$ cat src/rtl/timeout_monitor_pkg.sv
// Shared constants for the multi-channel watchdog: FSM encodings and default widths.
package timeout_monitor_pkg;

    localparam logic [1:0] ST_IDLE = 2'd0;
    localparam logic [1:0] ST_RUN  = 2'd1;
    localparam logic [1:0] ST_DONE = 2'd2;

    localparam int DEF_N_CH  = 4;
    localparam int DEF_CNT_W = 32;

endpackage

$ cat src/rtl/timeout_monitor_ch.sv
// One watchdog channel: countdown FSM with period latch, expiry pulse and sticky flag.
module timeout_monitor_ch
    import timeout_monitor_pkg::*;
#(
    parameter int CNT_W       = DEF_CNT_W,
    parameter int AUTO_RELOAD = 0
) (
    input  logic             aclk,
    input  logic             areset,
    input  logic [CNT_W-1:0] cfg_timeout,
    input  logic             arm,
    input  logic             kick,
    input  logic             stop,
    input  logic             clr,
    output logic             time_out,
    output logic             expired,
    output logic             busy,
    output logic [CNT_W-1:0] cnt
);

    logic [1:0]       state_reg, state_next;
    logic [CNT_W-1:0] cnt_reg, cnt_next;
    logic [CNT_W-1:0] period_reg, period_next;
    logic             time_out_reg, pulse_next;
    logic             expired_reg, expired_next;
    logic [CNT_W-1:0] cfg_period;

    // A zero timeout would never expire from RUN, so it is promoted to one cycle.
    assign cfg_period = (cfg_timeout == '0) ? CNT_W'(1) : cfg_timeout;

    always_comb begin
        state_next  = state_reg;
        cnt_next    = cnt_reg;
        period_next = period_reg;
        pulse_next  = 1'b0;
        if (stop) begin
            state_next = ST_IDLE;
            cnt_next   = '0;
        end else if (arm) begin
            period_next = cfg_period;
            cnt_next    = cfg_period;
            state_next  = ST_RUN;
        end else if (kick && state_reg == ST_RUN) begin
            cnt_next = period_reg;
        end else if (state_reg == ST_RUN) begin
            if (cnt_reg == CNT_W'(1)) begin
                pulse_next = 1'b1;
                if (AUTO_RELOAD != 0) begin
                    cnt_next = period_reg;
                end else begin
                    cnt_next   = '0;
                    state_next = ST_DONE;
                end
            end else begin
                cnt_next = cnt_reg - CNT_W'(1);
            end
        end
        // A fresh expiry wins over a simultaneous clear.
        expired_next = pulse_next | (expired_reg & ~clr);
    end

    always_ff @(posedge aclk or posedge areset) begin
        if (areset) begin
            state_reg    <= ST_IDLE;
            cnt_reg      <= '0;
            period_reg   <= '0;
            time_out_reg <= 1'b0;
            expired_reg  <= 1'b0;
        end else begin
            state_reg    <= state_next;
            cnt_reg      <= cnt_next;
            period_reg   <= period_next;
            time_out_reg <= pulse_next;
            expired_reg  <= expired_next;
        end
    end

    assign time_out = time_out_reg;
    assign expired  = expired_reg;
    assign busy     = (state_reg == ST_RUN);
    assign cnt      = cnt_reg;

endmodule

$ cat src/rtl/timeout_monitor.sv
// Multi-channel watchdog: N_CH independent channels plus registered OR flag and count readback.
module timeout_monitor
    import timeout_monitor_pkg::*;
#(
    parameter int N_CH        = DEF_N_CH,
    parameter int CNT_W       = DEF_CNT_W,
    parameter int AUTO_RELOAD = 0,
    parameter int SEL_W       = (N_CH > 1) ? $clog2(N_CH) : 1
) (
    input  logic             aclk,
    input  logic             areset,
    input  logic [CNT_W-1:0] cfg_timeout,
    input  logic [N_CH-1:0]  arm,
    input  logic [N_CH-1:0]  kick,
    input  logic [N_CH-1:0]  stop,
    input  logic [N_CH-1:0]  clr,
    input  logic [SEL_W-1:0] rd_sel,
    output logic [N_CH-1:0]  time_out,
    output logic [N_CH-1:0]  expired,
    output logic [N_CH-1:0]  busy,
    output logic             any_expired,
    output logic [CNT_W-1:0] rd_cnt
);

    logic [CNT_W-1:0] cnt_arr [N_CH];
    logic [CNT_W-1:0] rd_mux;
    logic             any_expired_reg;
    logic [CNT_W-1:0] rd_cnt_reg;

    generate
        for (genvar gi = 0; gi < N_CH; gi++) begin : g_ch
            timeout_monitor_ch #(
                .CNT_W       (CNT_W),
                .AUTO_RELOAD (AUTO_RELOAD)
            ) u_ch (
                .aclk        (aclk),
                .areset      (areset),
                .cfg_timeout (cfg_timeout),
                .arm         (arm[gi]),
                .kick        (kick[gi]),
                .stop        (stop[gi]),
                .clr         (clr[gi]),
                .time_out    (time_out[gi]),
                .expired     (expired[gi]),
                .busy        (busy[gi]),
                .cnt         (cnt_arr[gi])
            );
        end
    endgenerate

    // Out-of-range selects fall through to zero.
    always_comb begin
        rd_mux = '0;
        for (int i = 0; i < N_CH; i++) begin
            if (rd_sel == SEL_W'(i)) rd_mux = cnt_arr[i];
        end
    end

    always_ff @(posedge aclk or posedge areset) begin
        if (areset) begin
            any_expired_reg <= 1'b0;
            rd_cnt_reg      <= '0;
        end else begin
            any_expired_reg <= |expired;
            rd_cnt_reg      <= rd_mux;
        end
    end

    assign any_expired = any_expired_reg;
    assign rd_cnt      = rd_cnt_reg;

endmodule

$ cat config.mk
export PLATFORM = sky130hd
export DESIGN_NAME = timeout_monitor
export DESIGN_NICKNAME = d
export VERILOG_FILES = /design/src/rtl/timeout_monitor_pkg.sv /design/src/rtl/timeout_monitor_ch.sv /design/src/rtl/timeout_monitor.sv
export SDC_FILE = /design/constraint.sdc
export NUM_CORES = 1
export LEC_CHECK = 0
export ABC_AREA = 1
export CAP_MARGIN = 20
export CORE_ASPECT_RATIO = 0.75
export CORE_MARGIN = 5
export CORE_UTILIZATION = 47
export DETAILED_ROUTE_END_ITERATION = 12
export GPL_TIMING_DRIVEN = 0
export PLACE_DENSITY_LB_ADDON = 0.08
export SYNTH_ARGS = -nofsm -noshare
export SYNTH_HDL_FRONTEND = slang
export SYNTH_HIERARCHICAL = 1
export SYNTH_SLANG_ARGS = --single-unit
$ cat constraint.sdc
create_clock -name aclk -period 5.95 [get_ports aclk]
set_input_delay 1.785 -clock aclk [delete_from_list [all_inputs] [get_ports aclk]]
set_output_delay 1.785 -clock aclk [all_outputs]
set_load 0.01 [all_outputs]
# Word level (Yosys, flattened, before mapping)
# Index checks and enable logic that the tools add are counted.
dict set report totals {
  wordCells 149
  in_bits 52
  reg_bits 305
  output_inout_bits 45
}
dict set report classes {
  bitwise 16
  reduce_logical 27
  n_eq_ne 15
  mux 65
  add_sub_neg 4
}
# cell n
set ops {}
lappend ops {{$mux W32} 25}
lappend ops {{$eq A32 B1 Y1 const B} 4}
lappend ops {{$sub A32 B1 Y32 const B} 4}
lappend ops {{$mux W2} 20}
lappend ops {{$logic_not A32 Y1} 1}
lappend ops {{$reduce_bool A3 Y1} 8}
lappend ops {{$mux W1} 20}
lappend ops {{$reduce_bool A4 Y1} 4}
lappend ops {{$ne A3 B3 Y1 const B} 4}
lappend ops {{$reduce_and A3 Y1} 4}
lappend ops {{$eq A2 B1 Y1 const B} 5}
lappend ops {{$not A1 Y1} 8}
lappend ops {{$reduce_and A2 Y1} 4}
lappend ops {{$and A1 B1 Y1} 4}
lappend ops {{$eq A2 B2 Y1 const B} 2}
lappend ops {{$logic_and A1 B1 Y1} 4}
lappend ops {{$or A1 B1 Y1} 4}
lappend ops {{$reduce_or A4 Y1} 1}
lappend ops {{$logic_not A2 Y1} 1}

# Logic depth before layout (Yosys ltp)
dict set report logic_depth {
  word_depth 7
  ltp_mapped 14
  mapped_depth_nobuf 13
}

# Hierarchy
# The synthesis kept the hierarchy.
# mod area_per_inst_um2 instances cells_each
set by_module_without_submodules {}
lappend by_module_without_submodules {timeout_monitor_ch 4207.8 4 630}
lappend by_module_without_submodules {timeout_monitor 1809.2 1 223}

# Worst setup path before layout
# No wires, ideal clock.
dict set report synth_timing {
  path_kind {input-to-reg}
  start {in arm[0]}
  end {reg g_ch[0].u_ch.cnt_reg[16]}
  stages 8
  n_path_buf 1
  t_arrival_ps 2699
  t_required_ps 5873
  setup_time_ps 77
  path_slack_ps 3174
  path_cell_list {nor2_2 > inv_1 > nor2_1 > inv_2 > clkbuf_1 > nand2_1 > inv_1 > a21oi_1}
}
dict set report synth_via {
  elab_chain_cells 2
}
# element line
set synth_lines {}
lappend synth_lines {{start, declared} timeout_monitor.sv:13} ;# input logic [N_CH-1:0] arm,
lappend synth_lines {{$mux W32} timeout_monitor_ch.sv:39} ;# end else if (arm) begin
lappend synth_lines {{$mux W32} timeout_monitor_ch.sv:36} ;# if (stop) begin
lappend synth_lines {{end signal, assigned} timeout_monitor_ch.sv:71} ;# cnt_reg <= cnt_next;
lappend synth_lines {{end, declared} timeout_monitor_ch.sv:22} ;# logic [CNT_W-1:0] cnt_reg, cnt_next;
# Parallel ways exist; a longest one is shown, timed or not.
# A chain may end at the register's enable or synchronous reset.

# Final worst setup path
dict set report layout_timing {
  start {in cfg_timeout[7]}
  end {reg g_ch[3].u_ch.cnt_reg[0]}
}
dict set report layout_via {
  elab_chain_cells 4
}
# element line
set layout_lines {}
lappend layout_lines {{start, declared} timeout_monitor.sv:12} ;# input logic [CNT_W-1:0] cfg_timeout,
lappend layout_lines {{$logic_not A32 Y1} timeout_monitor_ch.sv:29} ;# assign cfg_period = (cfg_timeout == '0) ? CNT_W'(1) : cfg_timeout;
lappend layout_lines {{$mux W32} timeout_monitor_ch.sv:29}
lappend layout_lines {{$mux W32} timeout_monitor_ch.sv:39}
lappend layout_lines {{$mux W32} timeout_monitor_ch.sv:36}
lappend layout_lines {{end signal, assigned} timeout_monitor_ch.sv:71}
lappend layout_lines {{end, declared} timeout_monitor_ch.sv:22}
# No other way between the ends.

==> results.tsv <==
stage	metric	value	unit
sta	RSZ-0062 raised after global routing	no	
setup_path	Max stage delay on crit path	0.93	ns
clock_tree	CTS tree	done	
clock_tree	H-tree levels	2	
placed_design	Final HPWL DP	55300	um
sta	Clock Skews	0.0156	ns
detailed_routing	DRC errors left	0	
setup_path	most used cell, CP	a21oi_1	
floorplanning	Rows	63	
floorplanning	starting density of the core	47.4	%
power_and_ir_drop	Lkg Pwr	10.6	nW
layout	Total Nets Final	2936	
setup_path	Top delay family on crit path	buffers and inverters	
min_path	Hold Path Class	reg -> reg	
setup_path	CP cell instances	clkdlybuf4s50_1 > nor2_1 > nand4_1 > or2_2 > o21bai_1 > a21oi_1 > a21oi_1	
sta	post-route minimum period	3.59	ns
synth	Synth Register Bits	305	
synth	synth top area cells	dfrtp_1 41%, nand2_1 18%, nor2_1 8.6%	
power_and_ir_drop	Peak VDD IR	250	uV
job	max_cap viols	0	
global_route	pin count of the biggest net entering global routing	69	
synth	Net Count, Synth	2803	
placed_design	dpl ws	1.96	ns
synth	count leader, synth	nand2_1	
synth	cells after synthesis	2743	
synth	area leader, netlist	dfrtp_1	
clock_tree	root buffer cell	clkbuf_16	
synth	Post-synth EDFFs	0	
sta	final hold vios	0	
sta	minimum hold slack	0.468	ns
detailed_routing	1st-iter DRT viols	2747	
synth	Synth cell types	29	
layout	layout cell share with drive strength beyond 1	8.24	%
clock_tree	clock tree buffer depth	3	
sta	Slew Limit Fails	0	
setup_path	Crit Path Max Fanout	8	
layout	synthesis-to-layout area growth	15.2	%
clock_tree	CTS Hold Bufs	0	
synth	post-synthesis sequential area ratio	40.9	%
synth	share of the synthesized area in the top cell type	40.9	%
synth	Yosys warnings	6	
power_and_ir_drop	power density cells	294	nW/um^2
global_route	GRT Overall Usage	34.1	%
run_status	outcome	complete, no violations	
setup_path	Critical Path Start Type	primary input	
sta	setup tns final	0	ns
floorplanning	Die Y-Extent	182	um
clock_tree	clock sink count	305	
detailed_routing	WL/cell	22.2	um
placed_design	Port Buf Inserts	96	
clock_tree	cts bufs inserted	34	
setup_path	Critical-path top delay cell	clkdlybuf4s50_1	
floorplanning	Core Box Area	39300	sq um
floorplanning	die area	43800	sq um
setup_path	Worst Path Buf+Inv	1	
clock_tree	post-CTS setup buffers	0	
setup_path	kind of critical path	in -> reg	
clock_tree	CTS resizes	0	
detailed_routing	vias per inst	5.69	
synth	Post-synth ARST share	100	%
placed_design	RD Place Congestion	1.04	
detailed_routing	DR pass1 iterations	6	
global_route	initial antenna violation count	2	
sta	headroom to the max-slew limit	22.7	%
setup_path	CP Data Arrival Time	4.05	ns
setup_path	crit path capture type	register	
sta	Final period util	60.3	%
synth	synthesized area per cell	6.80	sq um
synth	commonest register cell after synthesis	dfrtp_1	
synth	synth cell count leaders	877 x nand2_1, 426 x nor2_1, 305 x dfrtp_1	
synth	Post-Syn Area	18600	sq um
floorplanning	Die Wd	240	um
global_route	first-pass GRT wire length	113000	um
global_route	vias in the first global route	17700	
clock_tree	Worst-path clk slew	0.06	ns
sta	Max Fclk	279	MHz
global_route	grt total ovfl	0	
detailed_routing	WL final	76100	um
sta	# setup viols final	0	
sta	Final Worst Setup Slack	2.36	ns
detailed_routing	vias	19500	
setup_path	Worst Path Required	6.41	ns
detailed_routing	ANT nets after route	0	
clock_tree	worst-skew pair later-pin latency	0.54	ns
sta	Least-Margin Pin Slew	1.16	ns
floorplanning	IO Pins	97	
==> worst paths after layout <==
path / slack, ns / end / depth (start not counted) / start
worst max-delay path: 2.36 / g_ch[3].u_ch/cnt[0] / 7 / cfg_timeout[7]
worst min-delay path: 0.47 / g_ch[0].u_ch/period_reg[15] / 2 / g_ch[0].u_ch/period_reg[15]
worst max register to register: 3.87 / g_ch[3].u_ch/cnt[27] / 14 / g_ch[3].u_ch/cnt[1]
worst min register to register: 0.47 / g_ch[0].u_ch/period_reg[15] / 2 / g_ch[0].u_ch/period_reg[15]
max in group asynchronous: 3.14 / g_ch[3].u_ch/cnt[28] / 2 / areset
min in group asynchronous: 2.03 / g_ch[0].u_ch/period_reg[11] / 3 / areset
==> cells by family after synthesis <==
logic type / share of synthesized area [%]
AO/OA/AOI/OAI: 9.96
AND/OR/NAND/NOR: 36.9
XOR/XNOR: 3.01
buffers and inverters: 8.62
flip-flops: 40.9
adder cells (fa/ha/maj): 0.537
==> power by group <==
group          total, mW  leakage, nW  internal (mW)  switching [mW]
sequential          2.64         3.84           2.32           0.320
clock               2.25        0.582           1.35           0.904
combinational       1.41         6.16          0.487           0.928
total               6.30         10.6           4.15            2.15
==> final cells by class <==
cell class	instances	area, sq um
fill	3863	17900
tap	520	651
timing repair buffer	97	988
clock inverter	11	133
antenna	2	5.00
clock buffer	49	1040
multi-input combinational	2052	9400
buffer	107	554
inverter	279	1060
sequential	305	7630
==> cell usage in the layout, fill, tap and decap left out, drive strengths merged, types with 36 or more instances in the layout <==
| master | instances |
|---|---|
| nand2 | 897 |
| nor2 | 499 |
| dfrtp | 305 |
| inv | 275 |
| nand3 | 184 |
| a21oi | 136 |
| o21ai | 128 |
| clkbuf | 97 |
| clkdlybuf4s50 | 96 |
| buf | 60 |
| nand4 | 52 |
| xor2 | 48 |
| o22ai | 40 |
| o21bai | 36 |
==> stage by stage <==
step / cells / util (%) / cell area [sq um] / total power, mW
2_1_floorplan: 2743 / - / 18600 / 3.45
3_3_place_gp: 3359 / 51.5 / 20300 / 4.01
3_5_place_dp: 3360 / 51.6 / 20300 / 4.03
4_1_cts: 3420 / 54.6 / 21500 / 6.29
5_1_grt: 3420 / 54.6 / 21500 / 6.58
6_report: 3422 / 54.6 / 21500 / 6.30
==> per-layer routing <==
layer / global-route usage [%] / part of all wire [%] / up-vias
met5: 0 / 0 / -
met2: 47.7 / 40 / 1053
li1: - / - / 8921
met1: 51.6 / 44 / 9293
met3: 7.78 / 11 / 201
met4: 12.3 / 4.3 / 0
==> worst reg2reg max path, stage by stage (launching register included) <==
cell	delay, ns
dfrtp_1	0.47
inv_1	0.14
ha_1	0.16
inv_1	0.04
nor2_1	0.11
nand2_1	0.09
nor2_2	0.15
nand3_2	0.08
nor2_2	0.20
nor2_2	0.09
buf_6	0.16
nand3_1	0.12
nand2_1	0.06
nand2_1	0.06
a21oi_1	0.06
Note: power is estimated with default switching activity, not from simulation.
==> RTL change: new RTL, config.mk and constraints unchanged <==
Register the output `rd_cnt` once more, with the module's reset; this adds one clock of latency there. The other outputs are not delayed to match.
--- a/src/rtl/timeout_monitor.sv
+++ b/src/rtl/timeout_monitor.sv
@@ -69,3 +69,9 @@
     assign any_expired = any_expired_reg;
-    assign rd_cnt      = rd_cnt_reg;
+    always_ff @(posedge aclk or posedge areset) begin
+        if (areset) begin
+            rd_cnt <= '0;
+        end else begin
+            rd_cnt <= rd_cnt_reg;
+        end
+    end
 
Check against the original RTL: not settled (the Yosys comparison gave no result); the edit may change what the design does.
==> RTL change against the original RTL <==
Wire length is 0.84% higher; setup slack worse by 0.22 ns; critical path type unchanged; final cell count is 1.3% higher; critical endpoint is now g_ch[2].u_ch/cnt[0]$_DFFE_PP0P_; synthesized area is 4.3% higher; cell area is 4.7% higher; sequential cell count is 32 higher; largest cell class unchanged; synthesized cell count is 1.2% higher; total power is 9.8% higher.
==> RTL change: results (changes against the original RTL) <==
Clock network
  – Gates resized, CTS repair: 0 (unchanged)
  – Clock latency on the worst-skew pair: roughly 0.55 ns
  – Worst-case clock buffer depth: 3 (unchanged)
  – CTS H-tree depth: 2 (unchanged)
  – Setup Buffers After CTS: 0 (unchanged)
  – Clock slew at reported path FFs: 0.06 ns (about the same)
  – CTS root buf: clkbuf_16
  – Number of buffers created by CTS: 36 (+5.9%)

Status
  – Status: finished, final reports clean

Synth
  – Async SR Flop Fraction: 100.0% (unchanged)
  – Sequential cell area fraction in the yosys report: 43.38% (+2.4 points)
  – Ranking of synthesized cells by area: dfrtp_1 (43%), nand2_1 (17%), nor2_1 (8.2%), inv_1 (5.0%), nand3_1 (4.6%)
  – Synthesis Warnings: 6 (unchanged)
  – Post-synth top cells: nand2_1 (877), nor2_1 (426), dfrtp_1 (337)
  – Top FF cell, synth: dfrtp_1
  – Mapped Cells: 2,775 (+1.2%)
  – Post-synth cell types: 29 (unchanged)

GRT
  – Initial antenna violation count: 1 (-1)
  – Vias in the first global route: 18,220 (+2.9%)
  – Largest net degree at the start of global routing: 69 (unchanged)
  – Global-route wire length before repair: 114,600 um (+1.4%)
  – Global-route usage over all layers: 33.24% (-0.85 points)

Setup path
  – Worst Setup EP: g_ch[2].u_ch/cnt[0]$_DFFE_PP0P_
  – FF-to-FF path depth: 11 (-3)
  – RR Endpoint: g_ch[3].u_ch/cnt[27]$_DFFE_PP0P_
  – CP Launch Point: cfg_timeout[15]
  – WP data arrival: 4.28 ns (+0.23 ns)
  – R2r setup slk: 3.88 ns (about the same)
  – Critical Path Fanout Max: 8 (unchanged)
  – RR Startpoint: g_ch[3].u_ch/cnt[18]$_DFFE_PP0P_

Drt
  – WL/cell: 22.14 um (-0.44%)
  – First DRT Iteration DRCs: 2,188 (-20%)
  – M1 wire length: 34,990 um (+3.8%)
  – WL met2: 31,440 um (+2.6%)
  – Pre-Repair DR Iteration Count: 6 (unchanged)
  – Routed via count: 19,580 (+0.59%)
  – WL final: 76,750 um (+0.84%)
  – Top layer used by detailed routing: met5
  – Routed wire length on met3: 7723 um (-9.1%)

Placement
  – Placer Congestion: 0.9815 (-5.8%)
  – Placed Cells: 3,401 (+1.2%)
  – Dpl hpwl: 55,860 um (+1.0%)
  – Port Buffers: 96 (unchanged)
  – Placed Area: 21,120 um^2 (+4.1%)

Power
  – Leakage power: 0.01107 uW (+4.6%)
  – IR drop worst, VDD: 0.2273 mV (-9.2%)

Finish
  – Nets@finish: 2,971 (+1.2%)
  – Ratio of cells with drive above 1 in the final layout: 8.410% (+0.17 points)
  – # fillers: 4,008 (+3.8%)

Hold path
  – Hold Crit Class: reg2reg

Timing
  – Clock Skew: 0.02638 ns (+0.01074 ns)
  – Slew Limit Headroom: 25.45% (+2.7 points)
==> RTL change: final cells by class <==
cell class	instances	share of cell area [%]
inverters	279	4.725
repair buffers	98	4.486
plain buffers	107	2.465
clock inverters	19	1.525
well taps	528	2.939
multi-input cells	2052	41.82
clock buffers	45	4.519
diodes	1	0.01113
flip-flops and latches	337	37.51
==> RTL change: worst max-delay path: stages <==
cell and delay (ns):
clkdlybuf4s50_1 1.00, nor2_1 0.30, nand4_1 0.12, or2_2 0.28, o21bai_1 0.48, a21oi_1 0.14, a21oi_1 0.16
==> RTL change: kinds of logic after synthesis <==
kind of cell	count (synthesis)	share of synthesized area, %
simple gates	1640	35.41
buf+inv	386	8.264
compound gates	340	9.551
flops	337	43.38
xor+xnor	64	2.883
fa+ha+maj	8	0.5149
==> RTL change: how the worst min path moves through the flow <==
stage / start / to / depth (start not counted)
final: rd_cnt_reg[13]$_DFF_PP0_ / rd_cnt[13]$_DFF_PP0_ / 0
after floorplan: rd_cnt_reg[0]$_DFF_PP0_ / rd_cnt[0]$_DFF_PP0_ / 0
after global routing: rd_cnt_reg[9]$_DFF_PP0_ / rd_cnt[9]$_DFF_PP0_ / 0
after detailed placement: rd_cnt_reg[31]$_DFF_PP0_ / rd_cnt[31]$_DFF_PP0_ / 0
after CTS: rd_cnt_reg[31]$_DFF_PP0_ / rd_cnt[31]$_DFF_PP0_ / 0
after global placement: rd_cnt_reg[30]$_DFF_PP0_ / rd_cnt[30]$_DFF_PP0_ / 0
==> RTL change: stage by stage <==
step | utilization (%) | hold WS [ns] | worst slack, ns
finish | 55.05 | 0.3477 | 2.138
global route | 55.04 | 0.3589 | 2.131
CTS | 55.04 | 0.3491 | 2.296
detailed placement | 51.72 | 0.3347 | 1.721
global placement | 51.57 | 0.3342 | 0.8622
floorplan | - | 0.3312 | 2.453
==> RTL change: routing by layer <==
layer | track usage, % | up-vias
li1 | - | 9011
met1 | 50.44 | 9441
met2 | 48.31 | 966
met3 | 6.557 | 163
met4 | 10.18 | 2
met5 | 0 | -
==> RTL change: power by group <==
part	total (uW)	switching (uW)	internal, uW
combinational	1400	911	488
sequential	2900	330	2570
clock	2620	1020	1610
total	6920	2260	4660
